`src/rtl/pc_gen_redirect.sv`:
```
// rtl/pc_gen_redirect.sv - fetch PC generator with prioritised, stall-tolerant redirects and WFI halt
module pc_gen_redirect #(
  parameter int              XLEN       = 32,
  parameter logic [XLEN-1:0] BOOT_ADDR  = 32'h8000_0000,
  parameter int              PC_STEP    = 4,
  parameter int              ALIGN_BITS = 2
) (
  input  logic            clk_i,
  input  logic            rst_i,
  input  logic            ready_i,
  output logic            valid_o,
  output logic [XLEN-1:0] pc_o,
  input  logic            branch_taken_i,
  input  logic [XLEN-1:0] branch_target_addr_i,
  input  logic            mret_i,
  input  logic [XLEN-1:0] mepc_i,
  input  logic            trap_i,
  input  logic [XLEN-1:0] trap_vector_i,
  input  logic            halt_req_i,
  output logic            halted_o,
  output logic            redirect_o,
  output logic            misalign_o
);

  typedef enum logic {RUN, HALT} state_t;

  localparam logic [1:0]      P_NONE     = 2'd0;
  localparam logic [1:0]      P_BRANCH   = 2'd1;
  localparam logic [1:0]      P_MRET     = 2'd2;
  localparam logic [1:0]      P_TRAP     = 2'd3;
  localparam logic [XLEN-1:0] ALIGN_MASK = {XLEN{1'b1}} << ALIGN_BITS;
  localparam logic [XLEN-1:0] STEP       = XLEN'(PC_STEP);

  state_t          state;
  logic            pend_vld;
  logic [1:0]      pend_prio;
  logic [XLEN-1:0] pend_addr;

  logic [1:0]      in_prio;
  logic [XLEN-1:0] in_addr;
  logic            use_pend;
  logic            eff_vld;
  logic [XLEN-1:0] eff_addr;
  logic            latch_in;
  logic            fire;

  always_comb begin
    in_prio = P_NONE;
    in_addr = branch_target_addr_i;
    if (trap_i) begin
      in_prio = P_TRAP;
      in_addr = trap_vector_i;
    end else if (mret_i) begin
      in_prio = P_MRET;
      in_addr = mepc_i;
    end else if (branch_taken_i) begin
      in_prio = P_BRANCH;
      in_addr = branch_target_addr_i;
    end
  end

  // The held request only beats a new one of strictly higher priority; ties go to the newer request.
  assign use_pend = pend_vld && (pend_prio > in_prio);
  assign eff_vld  = use_pend || (in_prio != P_NONE);
  assign eff_addr = use_pend ? pend_addr : in_addr;
  assign latch_in = (in_prio != P_NONE) && (!pend_vld || (in_prio >= pend_prio));

  assign valid_o  = (state == RUN) && !rst_i;
  assign fire     = valid_o && ready_i;
  assign halted_o = (state == HALT);

  always_ff @(posedge clk_i) begin
    if (rst_i) begin
      state      <= RUN;
      pc_o       <= BOOT_ADDR;
      pend_vld   <= 1'b0;
      pend_prio  <= P_NONE;
      pend_addr  <= '0;
      redirect_o <= 1'b0;
      misalign_o <= 1'b0;
    end else begin
      redirect_o <= 1'b0;
      misalign_o <= 1'b0;
      case (state)
        RUN: begin
          if (fire) begin
            pend_vld <= 1'b0;
            if (eff_vld) begin
              pc_o       <= eff_addr & ALIGN_MASK;
              redirect_o <= 1'b1;
              misalign_o <= |(eff_addr & ~ALIGN_MASK);
            end else begin
              pc_o <= pc_o + STEP;
              if (halt_req_i) state <= HALT;
            end
          end else if (latch_in) begin
            pend_vld  <= 1'b1;
            pend_prio <= in_prio;
            pend_addr <= in_addr;
          end
        end
        HALT: begin
          // trap always wins arbitration, so eff_addr is the trap vector here
          if (trap_i) begin
            state      <= RUN;
            pc_o       <= eff_addr & ALIGN_MASK;
            redirect_o <= 1'b1;
            misalign_o <= |(eff_addr & ~ALIGN_MASK);
            pend_vld   <= 1'b0;
          end else if (latch_in) begin
            pend_vld  <= 1'b1;
            pend_prio <= in_prio;
            pend_addr <= in_addr;
          end
        end
        default: state <= RUN;
      endcase
    end
  end

endmodule

```
`config.mk`:
```
export PLATFORM = sky130hd
export DESIGN_NAME = pc_gen_redirect
export DESIGN_NICKNAME = d
export VERILOG_FILES = /design/src/rtl/pc_gen_redirect.sv
export SDC_FILE = /design/constraint.sdc
export NUM_CORES = 1
export LEC_CHECK = 0
export ABC_AREA = 1
export BUFFER_PORTS_ARGS = -buffer_cell sky130_fd_sc_hd__buf_2
export CORE_ASPECT_RATIO = 1.75
export CORE_MARGIN = 4
export CORE_UTILIZATION = 50
export CTS_CLUSTER_DIAMETER = 150
export CTS_CLUSTER_SIZE = 20
export DETAILED_ROUTE_END_ITERATION = 6
export GPL_ROUTABILITY_DRIVEN = 0
export PLACE_DENSITY = 0.88
export RECOVER_POWER = 25
export SYNTH_ARGS = -nofsm -noshare
export SYNTH_HDL_FRONTEND = slang
export SYNTH_SLANG_ARGS = --single-unit
```
`constraint.sdc`:
```
create_clock -name clk_i -period 2.2 [get_ports clk_i]
set_input_delay 0.22 -clock clk_i [delete_from_list [all_inputs] [get_ports clk_i]]
set_output_delay 0.22 -clock clk_i [all_outputs]
set_load 0.01 [all_outputs]
```
* Word level (Yosys, flattened, before mapping) *
Cells that the tools add are included.

storage, ports and cells
  register bits after elaboration = 70
  input port bits = 103
  output and inout port bits = 36
  word-level logic and storage cells = 62

operators by class
  $add $sub $neg = 1
  $lt $le $gt $ge = 2
  equality and inequality tests = 4
  multiplexer cells = 35
  bitwise logic cells = 1
  reduce and logical (&&, ||, !) cells = 12

operators with widths
  kind                     number
  $mux W32                 9
  $pmux W32 S2             2
  $add A32 B3 Y32 const B  1
  $mux W1                  14
  $mux W2                  5
  $ne A2 B2 Y1 const B     4
  $pmux W1 S2              4
  $logic_and A1 B1 Y1      4
  $pmux W2 S2              1
  $reduce_and A2 Y1        2
  $ge A2 B2 Y1             1
  $gt A2 B2 Y1             1
  $logic_not A1 Y1         2
  $logic_or A1 B1 Y1       2
  $reduce_bool A2 Y1       1
  $reduce_or A2 Y1         1
  $not A1 Y1               1

* Longest topological paths before layout *
  word-level depth = 10
  mapped depth = 16
  gate-level depth less buffers = 13

* Least setup slack after synthesis *
No wires, ideal clock.

  path kind = input port to flip-flop
  from = input port mret_i
  to = register pend_addr[6]
  library setup time = 0.116 ns
  data arrival time = 1.780 ns
  data required time = 2.084 ns
  path slack = 0.304 ns
  stages = 16
  path buffers = 3
  cells stage by stage = buf_2 > inv_4 > buf_2 > a21oi_1 > ha_1 > inv_1 > nand2_1 > nand2_1 > inv_2 > nand2_1 > nand2_2 > nor2_8 > inv_4 > buf_4 > nor2_1 > nor2_1

between the ends
  word-level cells in the longest chain between the ends = 8
  elaborated cells between the ends (all ways) = 12
  classes of those cells = order compare: 1; mux: 8; reduce/logical: 3

ends and longest elaborated chain
  element                      RTL line  text
  start: declaration           15        input logic mret_i,
  $mux W2                      53        end else if (mret_i) begin
  $mux W2                      50        if (trap_i) begin
  $ge A2 B2 Y1                 66        assign latch_in = (in_prio != P_NONE) && (!pend_vld || (in_prio >= pend_prio));
  $logic_or A1 B1 Y1           66
  $logic_and A1 B1 Y1          66
  $mux W32 *                   96, 110
  $mux W32 (on tied branches)  104, 86
  $pmux W32 S2 *               84        case (state)
  end signal: assignment       99        pend_addr <= in_addr;
  end signal: assignment       113       pend_addr <= in_addr;
  end: declaration             37        logic [XLEN-1:0] pend_addr;

Every way passes the cells marked *; elsewhere a longest branch is shown, timed or not. The select of a mux whose other input is x is not followed.
A chain may end at the register's enable or synchronous reset.

* Worst setup path in the final report *
  from = register pend_prio[1]
  to = register pend_addr[22]

between the ends
  word-level cells in the longest chain between the ends = 6
  elaborated cells between the ends (all ways) = 7
  classes of those cells = order compare: 1; mux: 4; reduce/logical: 2

ends and longest elaborated chain
  element                      RTL line  text
  start: declaration           36        logic [1:0] pend_prio;
  start signal: assignment     98        pend_prio <= in_prio;
  start signal: assignment     112       pend_prio <= in_prio;
  $ge A2 B2 Y1 *               66
  $logic_or A1 B1 Y1 *         66
  $logic_and A1 B1 Y1 *        66
  $mux W32 *                   --
  $mux W32 (on tied branches)  --
  $pmux W32 S2 *               --

Marks and branches as above.

==> results_dict.tcl <==
set metrics [dict create \
    status "finished, final reports clean" \
    worst-setup-path-type "reg2reg" \
    post_synth_num_cell_types 35 \
    numClockSinks 68 \
    clk_transition_reported_paths_ps 60 \
    finalCoreUtilization_pct 61.9 \
    rrSetupSlack_ps 230 \
    grt_pass1_vias 5265 \
    report.final.slew_viol_count 0 \
    route.detailed.drc 0 \
    crit_arrival_ps 2240 \
    switching_share_pct 30.5 \
    power.sequential.fraction_pct 39.5 \
    layout_min_cycle_time_ps 1970 \
    power_density_nw_per_um2 649 \
    ctsHoldBuffers 0 \
    h-tree-depth 3 \
    detail_route.vias_per_cell 5.44 \
    critPathCaptureType "flop" \
    clk_path_buf_depth 2 \
    drtAntennaViolNets 0 \
    buffer_ports.inserted 136 \
    pwr-share-clk_pct 38.7 \
    cell_internal_pwr_uw 2570 \
    clock.fmax_ghz 0.509 \
    grt_usage_pct 26.6 \
    start_util_pct 51.7 \
    power.static_leakage_uw 0.00255 \
    std_cell_rows 46 \
    fin_skew_ps 4.14 \
    finalSetupViolations 0 \
    switching_power_uw 1130 \
    number_of_maximum_capacitance_violations 0 \
    vdd_drop_max_uv 426 \
    floorplan.die_area_um2 11200 \
    hold_depth 3 \
    critical_path.startpoint_type "flop" \
    hold_violations 0 \
    power_frac_comb_pct 21.7 \
    max_slew_margin_pct 43.4 \
    grt_antenna_before_repair 1 \
    post-cts-setup-buffer-count 0 \
    max_slew.worst_pin.slew_ps 846 \
    drt-wirelength-per-cell_um 14.2 \
    synth-warning-count 0 \
    max_fanout_on_critical_path 24 \
    grt_setup_unrepaired "false" \
    post_synth_inst_count 800 \
    post_syn_area_um2 4760 \
    fin_area_um2 5700 \
    die_width_um 81.8 \
    placement.cell_area_um2 5450 \
    clock_insertion_delay_worst_skew_ps 340 \
    tritoncts "done" \
    tightest_hold_check_type "in2reg" \
    detailroute.via_count 5667 \
    ys_seq_elements 68 \
    cts-resized-gates 0 \
    reg2regPathDepth 11 \
    layout-drive-gt1-share_pct 16.3 \
    grt_start_max_net_pins 87 \
    clockRootBuffer "sky130_fd_sc_hd__clkbuf_16" \
    core_area_um2 9210 \
    dr.first_iter.drc_count 569 \
    dp_hpwl_um 10700 \
    fin_nets 1022 \
    dp_slack_ps 138 \
    critical_path_required_ps 2470 \
    synthesis.area_per_instance_um2 5.95 \
    min_period_over_period_pct 89.4 \
    dr.pass1.iters 6 \
    cts_made_buffers 9 \
    overflow 0 \
    synth-seq-area-share_pct 28.6 \
    post_route_wl_um 14700 \
    boundaryPins 139 \
    first_pass_grt_wire_length_um 23500 \
    relative_area_change_from_synthesis_to_final_layout_pct 19.8 \
    setup_ws_ps 234 \
    floorplan.die.height_um 137 \
    fin_setup_tns_ps 0 \
]
worst max-delay path: stages (launching register included):
cell and delay, ps:
sky130_fd_sc_hd__dfxtp_1 330, sky130_fd_sc_hd__inv_1 50, sky130_fd_sc_hd__ha_1 290, sky130_fd_sc_hd__nand2_1 60, sky130_fd_sc_hd__nand2_1 180, sky130_fd_sc_hd__inv_2 50, sky130_fd_sc_hd__nand2_1 70, sky130_fd_sc_hd__nand2_2 90
sky130_fd_sc_hd__nor2_8 280, sky130_fd_sc_hd__buf_4 270, sky130_fd_sc_hd__o21ai_0 120, sky130_fd_sc_hd__nor2_1 120
metal layers:
metal  routed length [um]  up-vias  global-route usage (%)
met1                 5620     2503                    30.9
met4                  596        0                    13.8
li1                     -     2835                       -
met3                 1110       50                    3.89
met5                    0        -                       0
met2                 7420      279                    45.9
Yosys cell counts (all sizes together):
library cell	n	share of area (%)
a21oi	15	1.6
clkbuf	13	1.0
o21ai	55	5.8
nor3b	4	0.74
xnor2	1	0.18
nand3	102	11
o211ai	27	4.3
nor2	124	10
nand3b	8	1.3
o21a	25	3.9
buf	31	4.0
ha	3	0.79
nor3	1	0.11
xor2	5	0.92
clkinv	1	0.079
nand2	257	20
nand4	4	0.53
inv	53	4.3
conb	1	0.079
or2	1	0.13
a31oi	1	0.13
dfxtp	68	29
path summary, 6_finish.rpt:
kind / startpoint / end
setup / recovery: pend_prio[1]$_SDFFE_PP0P_ / pend_addr[22]$_SDFFE_PP0P_
hold / removal: ready_i / halted_o$_SDFF_PP0_
setup reg to reg: pend_prio[1]$_SDFFE_PP0P_ / pend_addr[22]$_SDFFE_PP0P_
hold reg to reg: pend_vld$_SDFF_PP0_ / pend_vld$_SDFF_PP0_
registers in the layout (all words and copies together), names as in the netlist:
signal      cells
pend_addr      32
pc_o           30
pend_prio       2
halted_o        1
misalign_o      1
pend_vld        1
redirect_o      1
power groups by stage:
stage	sequential, uW	clock, uW	combinational, uW
6_report	1460	1430	805
5_1_grt	1480	1470	911
4_1_cts	1460	1420	810
3_5_place_dp	1480	0	799
3_3_place_gp	1480	0	780
2_1_floorplan	1480	0	532
cells in the final DEF, fill, tap and decap left out, drive strengths merged:
cell,synthesis,final
nand2,257,257
nor2,124,124
buf,31,123
nand3,102,102
dfxtp,68,68
o21ai,55,55
inv,53,53
clkbuf,13,38
o211ai,27,27
o21a,25,25
a21oi,15,15
nand3b,8,8
xor2,5,5
nand4,4,4
nor3b,4,4
ha,3,3
conb,1,2
clkinv,1,2
diode,0,1
nor3,1,1
or2,1,1
a31oi,1,1
xnor2,1,1
bufinv,0,1
stage by stage:
step	cells	hold WS (ps)	total power (uW)
after floorplan	801	290	2010
after global placement	1025	468	2260
after CTS	1040	161	3690
after global routing	1041	174	3860
final	1041	160	3700
after detailed placement	1025	470	2280
cells by family after synthesis:
logic type,after synthesis,synth area share [%]
DFF,68,28.6
buffers and inverters,98,9.36
other,1,0.0788
and+or+nand+nor,501,44.4
AOI/OAI and AO/OA,123,15.7
xor gates and xnor gates,6,1.10
adders and majority gates,3,0.789
area by class of cell:
class | count | area, um^2
antenna | 1 | 2.50
clock buffer | 13 | 250
clock inverter | 2 | 35.0
fill | 905 | 3500
inverter | 54 | 208
multi-input combinational | 635 | 2960
sequential | 68 | 1360
tap | 120 | 150
timing repair buffer | 148 | 739
Note: power is estimated with default switching activity, not from simulation.
